`config.mk`:
```
export PLATFORM = sky130hd
export DESIGN_NAME = rv_mem_arbiter
export DESIGN_NICKNAME = d
export VERILOG_FILES = /design/src/rtl/rv_mem_pkg.sv /design/src/rtl/rv_byte_merge.sv /design/src/rtl/rv_mem_arbiter.sv
export SDC_FILE = /design/constraint.sdc
export NUM_CORES = 1
export LEC_CHECK = 0
export ABC_AREA = 1
export BUFFER_PORTS_ARGS = -buffer_cell sky130_fd_sc_hd__buf_2
export CORE_MARGIN = 2
export CORE_UTILIZATION = 41
export CTS_BUF_LIST = sky130_fd_sc_hd__clkbuf_2
export DETAILED_ROUTE_END_ITERATION = 16
export GPL_ROUTABILITY_DRIVEN = 0
export PLACE_DENSITY = 0.8
export SLEW_MARGIN = 20
export SYNTH_ARGS = -nofsm -noshare
export SYNTH_HDL_FRONTEND = slang
export SYNTH_SLANG_ARGS = --single-unit
```
`constraint.sdc`:
```
create_clock -name clk -period 1.52 [get_ports clk]
set_input_delay 0.304 -clock clk [delete_from_list [all_inputs] [get_ports clk]]
set_output_delay 0.304 -clock clk [all_outputs]
set_load 0.05 [all_outputs]
```
`src/rtl/rv_mem_pkg.sv`:
```
// Shared types and constants for the picorv32-style two-master memory arbiter.
package rv_mem_pkg;

  localparam int MEM_WORDS_DEFAULT = 512;
  localparam int XLEN              = 32;
  localparam int STRB_W            = XLEN / 8;
  localparam int WORD_IDX_W        = XLEN - 2;

  typedef enum logic [1:0] {
    ST_IDLE = 2'd0,
    ST_RD   = 2'd1,
    ST_MRG  = 2'd2,
    ST_RESP = 2'd3
  } state_t;

  typedef enum logic {
    GNT_M0 = 1'b0,
    GNT_M1 = 1'b1
  } master_t;

  // True when a word index falls outside the RAM.
  function automatic logic word_out_of_range(input logic [WORD_IDX_W-1:0] word,
                                             input int unsigned           words);
    return {2'b00, word} >= XLEN'(words);
  endfunction

endpackage

```
`src/rtl/rv_byte_merge.sv`:
```
// Byte-lane merge of a new write word over the old RAM word, selected by strobes.
module rv_byte_merge
  import rv_mem_pkg::*;
(
  input  logic [XLEN-1:0]   old_word,
  input  logic [XLEN-1:0]   new_word,
  input  logic [STRB_W-1:0] strb,
  output logic [XLEN-1:0]   merged
);

  for (genvar gi = 0; gi < STRB_W; gi++) begin : g_byte
    assign merged[gi*8 +: 8] = strb[gi] ? new_word[gi*8 +: 8] : old_word[gi*8 +: 8];
  end

endmodule

```
`src/rtl/rv_mem_arbiter.sv`:
```
// Round-robin arbiter sharing one synchronous single-port RAM between a CPU and a
// host port; writes are read-modify-write so byte strobes need no byte-enable RAM.
module rv_mem_arbiter
  import rv_mem_pkg::*;
#(
  parameter int MEM_WORDS = MEM_WORDS_DEFAULT,
  parameter int AW        = $clog2(MEM_WORDS)
) (
  input  logic              clk,
  input  logic              resetn,

  input  logic              m0_valid,
  input  logic              m0_instr,
  input  logic [XLEN-1:0]   m0_addr,
  input  logic [XLEN-1:0]   m0_wdata,
  input  logic [STRB_W-1:0] m0_wstrb,
  output logic              m0_ready,
  output logic [XLEN-1:0]   m0_rdata,

  input  logic              m1_valid,
  input  logic [XLEN-1:0]   m1_addr,
  input  logic [XLEN-1:0]   m1_wdata,
  input  logic [STRB_W-1:0] m1_wstrb,
  output logic              m1_ready,
  output logic [XLEN-1:0]   m1_rdata,

  output logic [AW-1:0]     ram_addr,
  output logic [XLEN-1:0]   ram_wdata,
  output logic              ram_we,
  input  logic [XLEN-1:0]   ram_rdata,

  output logic              busy,
  output logic              err
);

  state_t                  state_reg;
  state_t                  state_next;
  master_t                 gnt_reg;
  master_t                 pick;
  logic [AW-1:0]           addr_reg;
  logic [XLEN-1:0]         wdata_reg;
  logic [STRB_W-1:0]       wstrb_reg;
  logic [XLEN-1:0]         resp_reg;
  logic                    oor_reg;

  logic [WORD_IDX_W-1:0]   sel_word;
  logic [XLEN-1:0]         sel_wdata;
  logic [STRB_W-1:0]       sel_wstrb;
  logic                    sel_oor;
  logic                    take;
  logic [XLEN-1:0]         merged_word;

  // Byte offsets and the instruction-fetch flag do not affect a word RAM access.
  logic unused_inputs;
  assign unused_inputs = ^{m0_instr, m0_addr[1:0], m1_addr[1:0]};

  // gnt_reg doubles as "last granted": a tie goes to the other master.
  always_comb begin
    pick = gnt_reg;
    if (m0_valid && m1_valid) begin
      pick = (gnt_reg == GNT_M0) ? GNT_M1 : GNT_M0;
    end else if (m0_valid) begin
      pick = GNT_M0;
    end else if (m1_valid) begin
      pick = GNT_M1;
    end
  end

  assign sel_word  = (pick == GNT_M0) ? m0_addr[XLEN-1:2] : m1_addr[XLEN-1:2];
  assign sel_wdata = (pick == GNT_M0) ? m0_wdata : m1_wdata;
  assign sel_wstrb = (pick == GNT_M0) ? m0_wstrb : m1_wstrb;
  assign sel_oor   = word_out_of_range(sel_word, MEM_WORDS);

  always_comb begin
    state_next = state_reg;
    take       = 1'b0;
    case (state_reg)
      ST_IDLE: begin
        if (m0_valid || m1_valid) begin
          take       = 1'b1;
          state_next = sel_oor ? ST_RESP : ST_RD;
        end
      end
      ST_RD:   state_next = ST_MRG;
      ST_MRG:  state_next = ST_RESP;
      ST_RESP: state_next = ST_IDLE;
      default: state_next = ST_IDLE;
    endcase
  end

  rv_byte_merge u_merge (
    .old_word (ram_rdata),
    .new_word (wdata_reg),
    .strb     (wstrb_reg),
    .merged   (merged_word)
  );

  // Outputs decode straight from state so reset removes ram_we without waiting for a clock.
  always_comb begin
    busy      = (state_reg != ST_IDLE);
    ram_we    = (state_reg == ST_MRG) && (wstrb_reg != '0);
    ram_wdata = ram_we ? merged_word : '0;
    m0_ready  = (state_reg == ST_RESP) && (gnt_reg == GNT_M0);
    m1_ready  = (state_reg == ST_RESP) && (gnt_reg == GNT_M1);
    m0_rdata  = m0_ready ? resp_reg : '0;
    m1_rdata  = m1_ready ? resp_reg : '0;
    err       = (state_reg == ST_RESP) && oor_reg;
  end

  assign ram_addr = addr_reg;

  always_ff @(posedge clk or negedge resetn) begin
    if (!resetn) begin
      state_reg <= ST_IDLE;
      gnt_reg   <= GNT_M1;
      addr_reg  <= '0;
      wdata_reg <= '0;
      wstrb_reg <= '0;
      resp_reg  <= '0;
      oor_reg   <= 1'b0;
    end else begin
      state_reg <= state_next;
      if (take) begin
        gnt_reg   <= pick;
        wdata_reg <= sel_wdata;
        wstrb_reg <= sel_wstrb;
        oor_reg   <= sel_oor;
        resp_reg  <= '0;
        // Out-of-range requests never touch the RAM, so ram_addr keeps its last value.
        if (!sel_oor) begin
          addr_reg <= sel_word[AW-1:0];
        end
      end
      if (state_reg == ST_MRG) begin
        resp_reg <= ram_rdata;
      end
    end
  end

endmodule

```
After elaboration in Yosys (flattened, before gate mapping)
Cells that the tools add are included.
Widths: inputs -> output; s select.

storage, ports and cells
  logic and storage cells = 46
  bits in read-only memories = 0
  memories kept = 0
  bits of input ports = 173
  bits in registers = 81
  RAM bits = 0
  latch bits = 0
  output and inout bits = 110

operators by class
  divide/modulo/power cells = 0
  bitwise operators = 2
  multiplexer cells = 21
  equal/unequal tests = 4
  $lt $le $gt $ge = 1
  reduce and logical (&&, ||, !) cells = 11
  shift-type cells = 0
  add/subtract/negate cells = 0
  $mul = 0

operators by type and width
  cell                  number
  $mux 32               6
  $mux 8                4
  $ge 30x10->1 const B  1
  $mux 30               1
  $pmux 2 s4            1
  $mux 1                6
  $logic_and 1x1->1     5
  $eq 2x2->1 const B    2
  $mux 2                2
  $mux 4                1
  $reduce_bool 2->1     2
  $reduce_bool 4->1     1
  $eq 2x1->1 const B    1
  $logic_not 2->1       1
  $ne 2x2->1 const B    1
  $not 1->1             2
  $reduce_and 2->1      1
  $logic_or 1x1->1      1

Logic depth before layout (Yosys ltp)
Gate-level depths: netlist (run 1).

  depth in word-level cells = 8
  mapped depth = 10
  mapped depth without buffers = 10

Cells and area by module
Synthesis (run 1) repeated with hierarchy kept, for this count alone.

second synthesis, totals
  cells, all modules = 743
  area, all modules = 4,845.9 µm²

by module, submodules not included
  module          cells an instance  area an instance (µm²)  seq. area each (µm²)  times used
  rv_mem_arbiter  639                4,425.5                 2,028.2               1
  rv_byte_merge   104                420.4                   0.0                   1

Least setup slack after synthesis (run 1)
Ideal clock, no wire load.

  path kind = reg2out
  start = register state_reg[0]
  end = output ram_wdata[10]
  stages on the path, launching flop included = 8
  buffers on the path = 1
  setup slack = -1,018 ps
  arrival time = 2,234 ps
  data required time = 1,216 ps
  cell sequence = dfrtp_1 inv_1 ha_1 inv_2 a41oi_2 inv_2 buf_2 nor2_1

on the way
  longest elaborated chain between the ends = 3

RTL lines
  item                      RTL line               source
  start: declaration        rv_mem_arbiter.sv:36   state_t state_reg;
  start signal: assignment  rv_mem_arbiter.sv:122  state_reg <= state_next;
  $eq 2x2->1                rv_mem_arbiter.sv:101  ram_we = (state_reg == ST_MRG) && (wstrb_reg != '0);
  $logic_and 1x1->1         rv_mem_arbiter.sv:101
  named net ram_we          rv_mem_arbiter.sv:29   output logic ram_we,
  $mux 32                   rv_mem_arbiter.sv:102  ram_wdata = ram_we ? merged_word : '0;
  end: declaration          rv_mem_arbiter.sv:28   output logic [XLEN-1:0] ram_wdata,

The timed path passes the listed nets, and every way through them passes these cells.

Final worst setup path (run 1)
  start = register state_reg[0]
  end = output ram_wdata[0]

on the way
  longest elaborated chain between the ends = 3

RTL lines
  item               RTL line
  $eq 2x2->1         rv_mem_arbiter.sv:101
  $logic_and 1x1->1  rv_mem_arbiter.sv:101
  $mux 32            rv_mem_arbiter.sv:102

Every way passes these cells.

==> results of run 1 <==
[cells by family (layout without fill, tap and decap cells)]
logic type | Yosys count | in the layout | share of synthesized area, %
AOI/OAI and AO/OA | 141 | 141 | 16.7
adders and majority gates | 4 | 4 | 1.08
other | 0 | 3 | 0
DFF | 81 | 81 | 43.8
buffers and inverters | 144 | 534 | 12.8
and+or+nand+nor | 308 | 308 | 25.6
[layer usage]
layer  GRT usage [%]  routed length (um)  share of wire, %
met3            7.52                3070                11
met4            28.1                2450               8.9
met5               0                   0                 0
met2            66.5               13100                48
met1            39.5                8840                32
[what timing repair did]
item / 4_1_cts / 5_1_grt
gates cloned: 12 / 6
setup buffers: 14 / 18
hold buffers: 52 / 2
resized for setup: 274 / 106
endpoints found under the hold margin: 130 / 2
pin swaps: 8 / 22
setup endpoints to repair: 188 / 191
[Yosys cell counts, drive strengths merged]
library cell,n
nor2,184
nand2,109
inv,103
dfrtp,80
o21ai,70
o22ai,36
a21oi,34
buf,23
clkbuf,18
nand3,11
ha,4
nor3,3
a41oi,1
and2,1
dfstp,1
[cell type report]
class                           count  area share, %
Antenna cell                        3         0.0768
Clock buffer                       10          0.512
Clock inverter                      6          0.845
Inverter                          103           4.16
Multi-Input combinational cell    453           30.8
Sequential cell                    81           20.8
Tap cell                          140           1.79
Timing Repair Buffer              415           41.1
[critical path: cells and delay by family (launching register included)]
kind | cells | cell delay [ns]
buffers and inverters | 5 | 0.61
flip-flops | 1 | 0.45
AO/OA/AOI/OAI | 1 | 0.23
adder cells (fa/ha/maj) | 1 | 0.15
AND/OR/NAND/NOR | 1 | 0.13
[per-stage QoR]
stage	TNS, ns	util [%]
6_report	-106.51	89.3
4_1_cts	-88.44	83.3
3_3_place_gp	-19.06	65.2
5_1_grt	-119.39	89.3
2_1_floorplan	-29.06	-
3_5_place_dp	-23.70	65.2
[report_power, final]
group	switching, mW	total [mW]	internal [mW]
Sequential	0.633	3.72	3.09
Clock	0.829	1.37	0.541
Combinational	9.88	16.3	6.41
[how the worst min path moves through the flow]
stage,depth (start not counted),start,to
after floorplan,0,resetn,oor_reg
after global placement,1,resetn,wdata_reg[12]
after detailed placement,1,resetn,wdata_reg[12]
after CTS,3,m1_wdata[11],wdata_reg[11]
after global routing,3,m0_wdata[20],wdata_reg[20]
final,3,m0_wdata[13],wdata_reg[13]
==> impl_metrics.tcl, run 1 <==
set metrics [dict create \
    crit_fanout 10 \
    timing.rr.end "resp_reg[15]" \
    place_ws_ns -0.261 \
    endpoint_kind "primary output" \
    r2r_cells 12 \
    status "complete, but fails checks" \
    ys_warn_count 0 \
    cts.htree.levels 3 \
    firstDrtPassIters 6 \
    violations "negative hold slack, negative setup slack" \
    instances_no_fill 1211 \
    max_stage_delay_ns 0.45 \
    grt_pass1_vias 6718 \
    cts_tree "done" \
    synth_top_cell_area_share_pct 43.2 \
    yosys-top-cells-area "dfrtp_1 (43%), nor2_1 (15%), nand2_1 (8.5%)" \
    port_buffers 277 \
    placedInstanceArea_sq_um 7130 \
    drcViolationCount 0 \
    grt_max_degree 40 \
    post-route-period-util_pct 160 \
    mostFrequentLayoutCell "buf_2" \
    critPathArrivalTime_ns 2.13 \
    period_minus_slack_ns 2.44 \
    crit_path_frequent_cell "inv_4" \
    relSlewSlack_pct 70.5 \
    ant_nets 0 \
    critPathKind "flop to primary output" \
    num_vias 6992 \
    dp_hpwl_um 12100 \
    core_sq_um 10900 \
    finalHoldViolCount 3 \
    die_h_um 110 \
    die_area_sq_um 12200 \
    antenna_found_initial 3 \
    place_inst 1093 \
    final_cell_area_sq_um 9770 \
    layout.nets 1240 \
    grt_pass1_wl_um 34000 \
    wirelength_um 27500 \
    synth_area_leader_cell "dfrtp_1" \
    pin_count 283 \
    final_cell_mix "buf_2 (171), nand2_1 (98), nor2_4 (95), inv_1 (92), nor2_1 (87)" \
    crit_path_end "ram_wdata[0]" \
    total_power_mw 21.4 \
    synth.cell_area_sq_um 4630 \
    start_util_pct 42.4 \
    yosys_register_bits 81 \
    ys_types 22 \
    routedWlPerCell_um 22.7 \
    post_synth_inst_count 678 \
    cts_made_buffers 9 \
    r2r_start "state_reg[1]" \
    rrSetupSlack_ns -0.45 \
    final.setup.worst_slack_ns -0.916 \
    power_density_nw_per_um2 2190 \
    slew_viol_final 0 \
    regArea_sq_um 2030 \
    syn_nets 855 \
    p_leak_nw 4.73 \
    viasPerCell 5.77 \
    path_clk_slew_ns 0.26 \
    grt_overflow 0 \
    hold_class "primary input to flop" \
    area_growth_syn_to_layout_pct 111 \
    slowest_stage "dfrtp_1" \
    drive_gt1_share_pct 49.5 \
    fp.dieW_um 110 \
    finalSetupViolations 182 \
    vdd_ir_drop_max_mv 1.59 \
    multi_input_comb_area_sq_um 3000 \
    post_synth.cell_area_avg_sq_um 6.83 \
    rsz0062_at_grt "yes" \
    dr.first_iter.drc_count 827 \
    path_cells "inv_2 -> ha_4 -> inv_4 -> a41oi_4 -> inv_4 -> buf_16 -> nor2_4 -> buf_8" \
    crit_path_start_kind "flop" \
    finClkSkew_ns 0.0783 \
    std_cell_rows 38 \
    startpoint "state_reg[0]" \
    max-cap-violations 0 \
    grt_use_total_pct 37.7 \
    seq_area_frac_synth_pct 43.8 \
    hold_slack_ns -0.0106 \
    fmax_mhz 410 \
    fillers 477 \
    clockBufferDepth 2 \
    cts.sinks 81 \
    tightest_slew_ns 0.442 \
    crit_required_ns 1.22 \
    clkLatencyLatePin_ns 0.60 \
    cts-root-buf "clkbuf_2" \
]
Note: power is estimated with default switching activity, not from simulation.
==> run 2: changes to the inputs <==
- RECOVER_POWER: default -> 100
==> impl_metrics.tcl, run 2 (same netlist as run 1, synthesis figures left out) <==
set metrics [dict create \
    status "complete, but fails checks" \
    violations "negative hold slack, negative setup slack" \
    vdd_ir_drop_max_mv 1.59 \
    num_vias 6990 \
    period_minus_slack_ns 2.45 \
    p_int_mw 10.0 \
    grt_pass1_wl_um 34000 \
    relSlewSlack_pct 59.3 \
    place_ws_ns -0.261 \
    dr.first_iter.drc_count 794 \
    fp.dieW_um 110 \
    power_density_nw_per_um2 2190 \
    cts_made_buffers 9 \
    rsz0062_at_grt "yes" \
    cts_tree "done" \
    viasPerCell 5.77 \
    slew_viol_final 0 \
    cts-root-buf "clkbuf_2" \
    pwr-share-clk_pct 6.4 \
    drive_gt1_share_pct 49.4 \
    post-route-period-util_pct 161 \
    hold_class "primary input to flop" \
    max-cap-violations 0 \
    final_cell_mix "buf_2 (171), nand2_1 (98), nor2_4 (95), inv_1 (92), nor2_1 (87)" \
    grt_overflow 0 \
    switchingPower_mw 11.3 \
    pin_count 283 \
    grt_max_degree 40 \
    clockBufferDepth 2 \
    clkLatencyLatePin_ns 0.61 \
    std_cell_rows 38 \
    place_inst 1093 \
    path_cells "inv_2 -> ha_4 -> inv_4 -> a41oi_4 -> inv_4 -> buf_16 -> nor2_4 -> buf_6" \
    cts.htree.levels 3 \
    crit_path_start_kind "flop" \
    dp_hpwl_um 12100 \
    slowest_stage "dfrtp_1" \
    firstDrtPassIters 6 \
    start_util_pct 42.4 \
    finClkSkew_ns 0.0669 \
    core_sq_um 10900 \
    p_leak_nw 4.72 \
    die_area_sq_um 12200 \
    drcViolationCount 0 \
    instances_no_fill 1211 \
    crit_path_frequent_cell "inv_4" \
    routedWlPerCell_um 22.7 \
    grt_use_total_pct 37.7 \
    layout.nets 1240 \
    endpoint_kind "primary output" \
    finalSetupViolations 187 \
    crit_required_ns 1.22 \
    mostFrequentLayoutCell "buf_2" \
    wirelength_um 27500 \
    tightest_slew_ns 0.611 \
    cts.sinks 81 \
    antenna_found_initial 3 \
    crit_fanout 9 \
    area_growth_syn_to_layout_pct 110 \
    p_seq_share_pct 17.4 \
    hold_slack_ns -0.0238 \
    combinationalPowerShare_pct 76.2 \
    swShare_pct 53.1 \
    path_clk_slew_ns 0.25 \
    finalHoldViolCount 4 \
    critPathArrivalTime_ns 2.15 \
    ant_nets 0 \
    max_stage_delay_ns 0.45 \
    fmax_mhz 408 \
    critPathKind "flop to primary output" \
    final.setup.worst_slack_ns -0.930 \
    port_buffers 277 \
    grt_pass1_vias 6718 \
    total_power_mw 21.4 \
    die_h_um 110 \
]
## run 2: worst max-delay path, delay by kind of cell (launching register included)
| kind | cells | cell delay, ns |
|---|---|---|
| buffers and inverters | 5 | 0.62 |
| flip-flops | 1 | 0.45 |
| AO/OA/AOI/OAI | 1 | 0.23 |
| adder cells (fa/ha/maj) | 1 | 0.15 |
| AND/OR/NAND/NOR | 1 | 0.12 |
## run 2: final cells by class
cell class | count | area (sq um)
inverter | 103 | 407
clock buffer | 10 | 50.0
clock inverter | 6 | 82.6
fill | 483 | 1190
multi-input combinational | 453 | 3000
antenna | 3 | 7.51
sequential | 81 | 2030
timing repair buffer | 415 | 3990
tap | 140 | 175
## run 2: repair_timing
action | CTS | global route
hold endpoints to repair | 130 | 2
gates cloned | 12 | 6
gates resized for setup | 274 | 106
hold buffers | 52 | 2
pin swaps | 8 | 22
buffers inserted | 14 | 18
endpoints found under the setup margin | 188 | 191
## run 2: routing by layer
metal,GRT usage [%],vias up,routed length [um]
met2,66.5,665,13300
met3,7.52,214,3020
met1,39.5,3216,8860
met5,0,-,0
li1,-,2895,-
met4,28.1,0,2390
## run 2: power groups by stage
stage | combinational (mW) | clock [mW] | sequential [mW]
final | 16.3 | 1.37 | 3.72
after global routing | 16.8 | 1.45 | 3.73
after CTS | 13.8 | 1.32 | 3.49
after detailed placement | 10.5 | 0 | 3.54
after global placement | 10.4 | 0 | 3.50
after floorplan | 8.31 | 0 | 3.41
## run 2: stage by stage
step	TNS (ns)	util (%)	instance area, sq um
floorplan	-29.06	-	5500
global placement	-19.06	65.2	7130
detailed placement	-23.70	65.2	7130
CTS	-88.44	83.3	9110
global route	-119.39	89.1	9750
finish	-108.45	89.1	9750
## run 2: worst paths after layout
check | from | to | slack (ns) | cells past startpoint
max reg2reg | state_reg[1] | resp_reg[15] | -0.45 | 12
max in group asynchronous | resetn | wdata_reg[18] | 0.24 | 3
min in group asynchronous | resetn | resp_reg[0] | 0.18 | 2
max | state_reg[0] | ram_wdata[9] | -0.93 | 8
min | m0_wdata[13] | wdata_reg[13] | -0.02 | 3
min reg2reg | ram_addr[8] | ram_addr[8] | 0.50 | 2
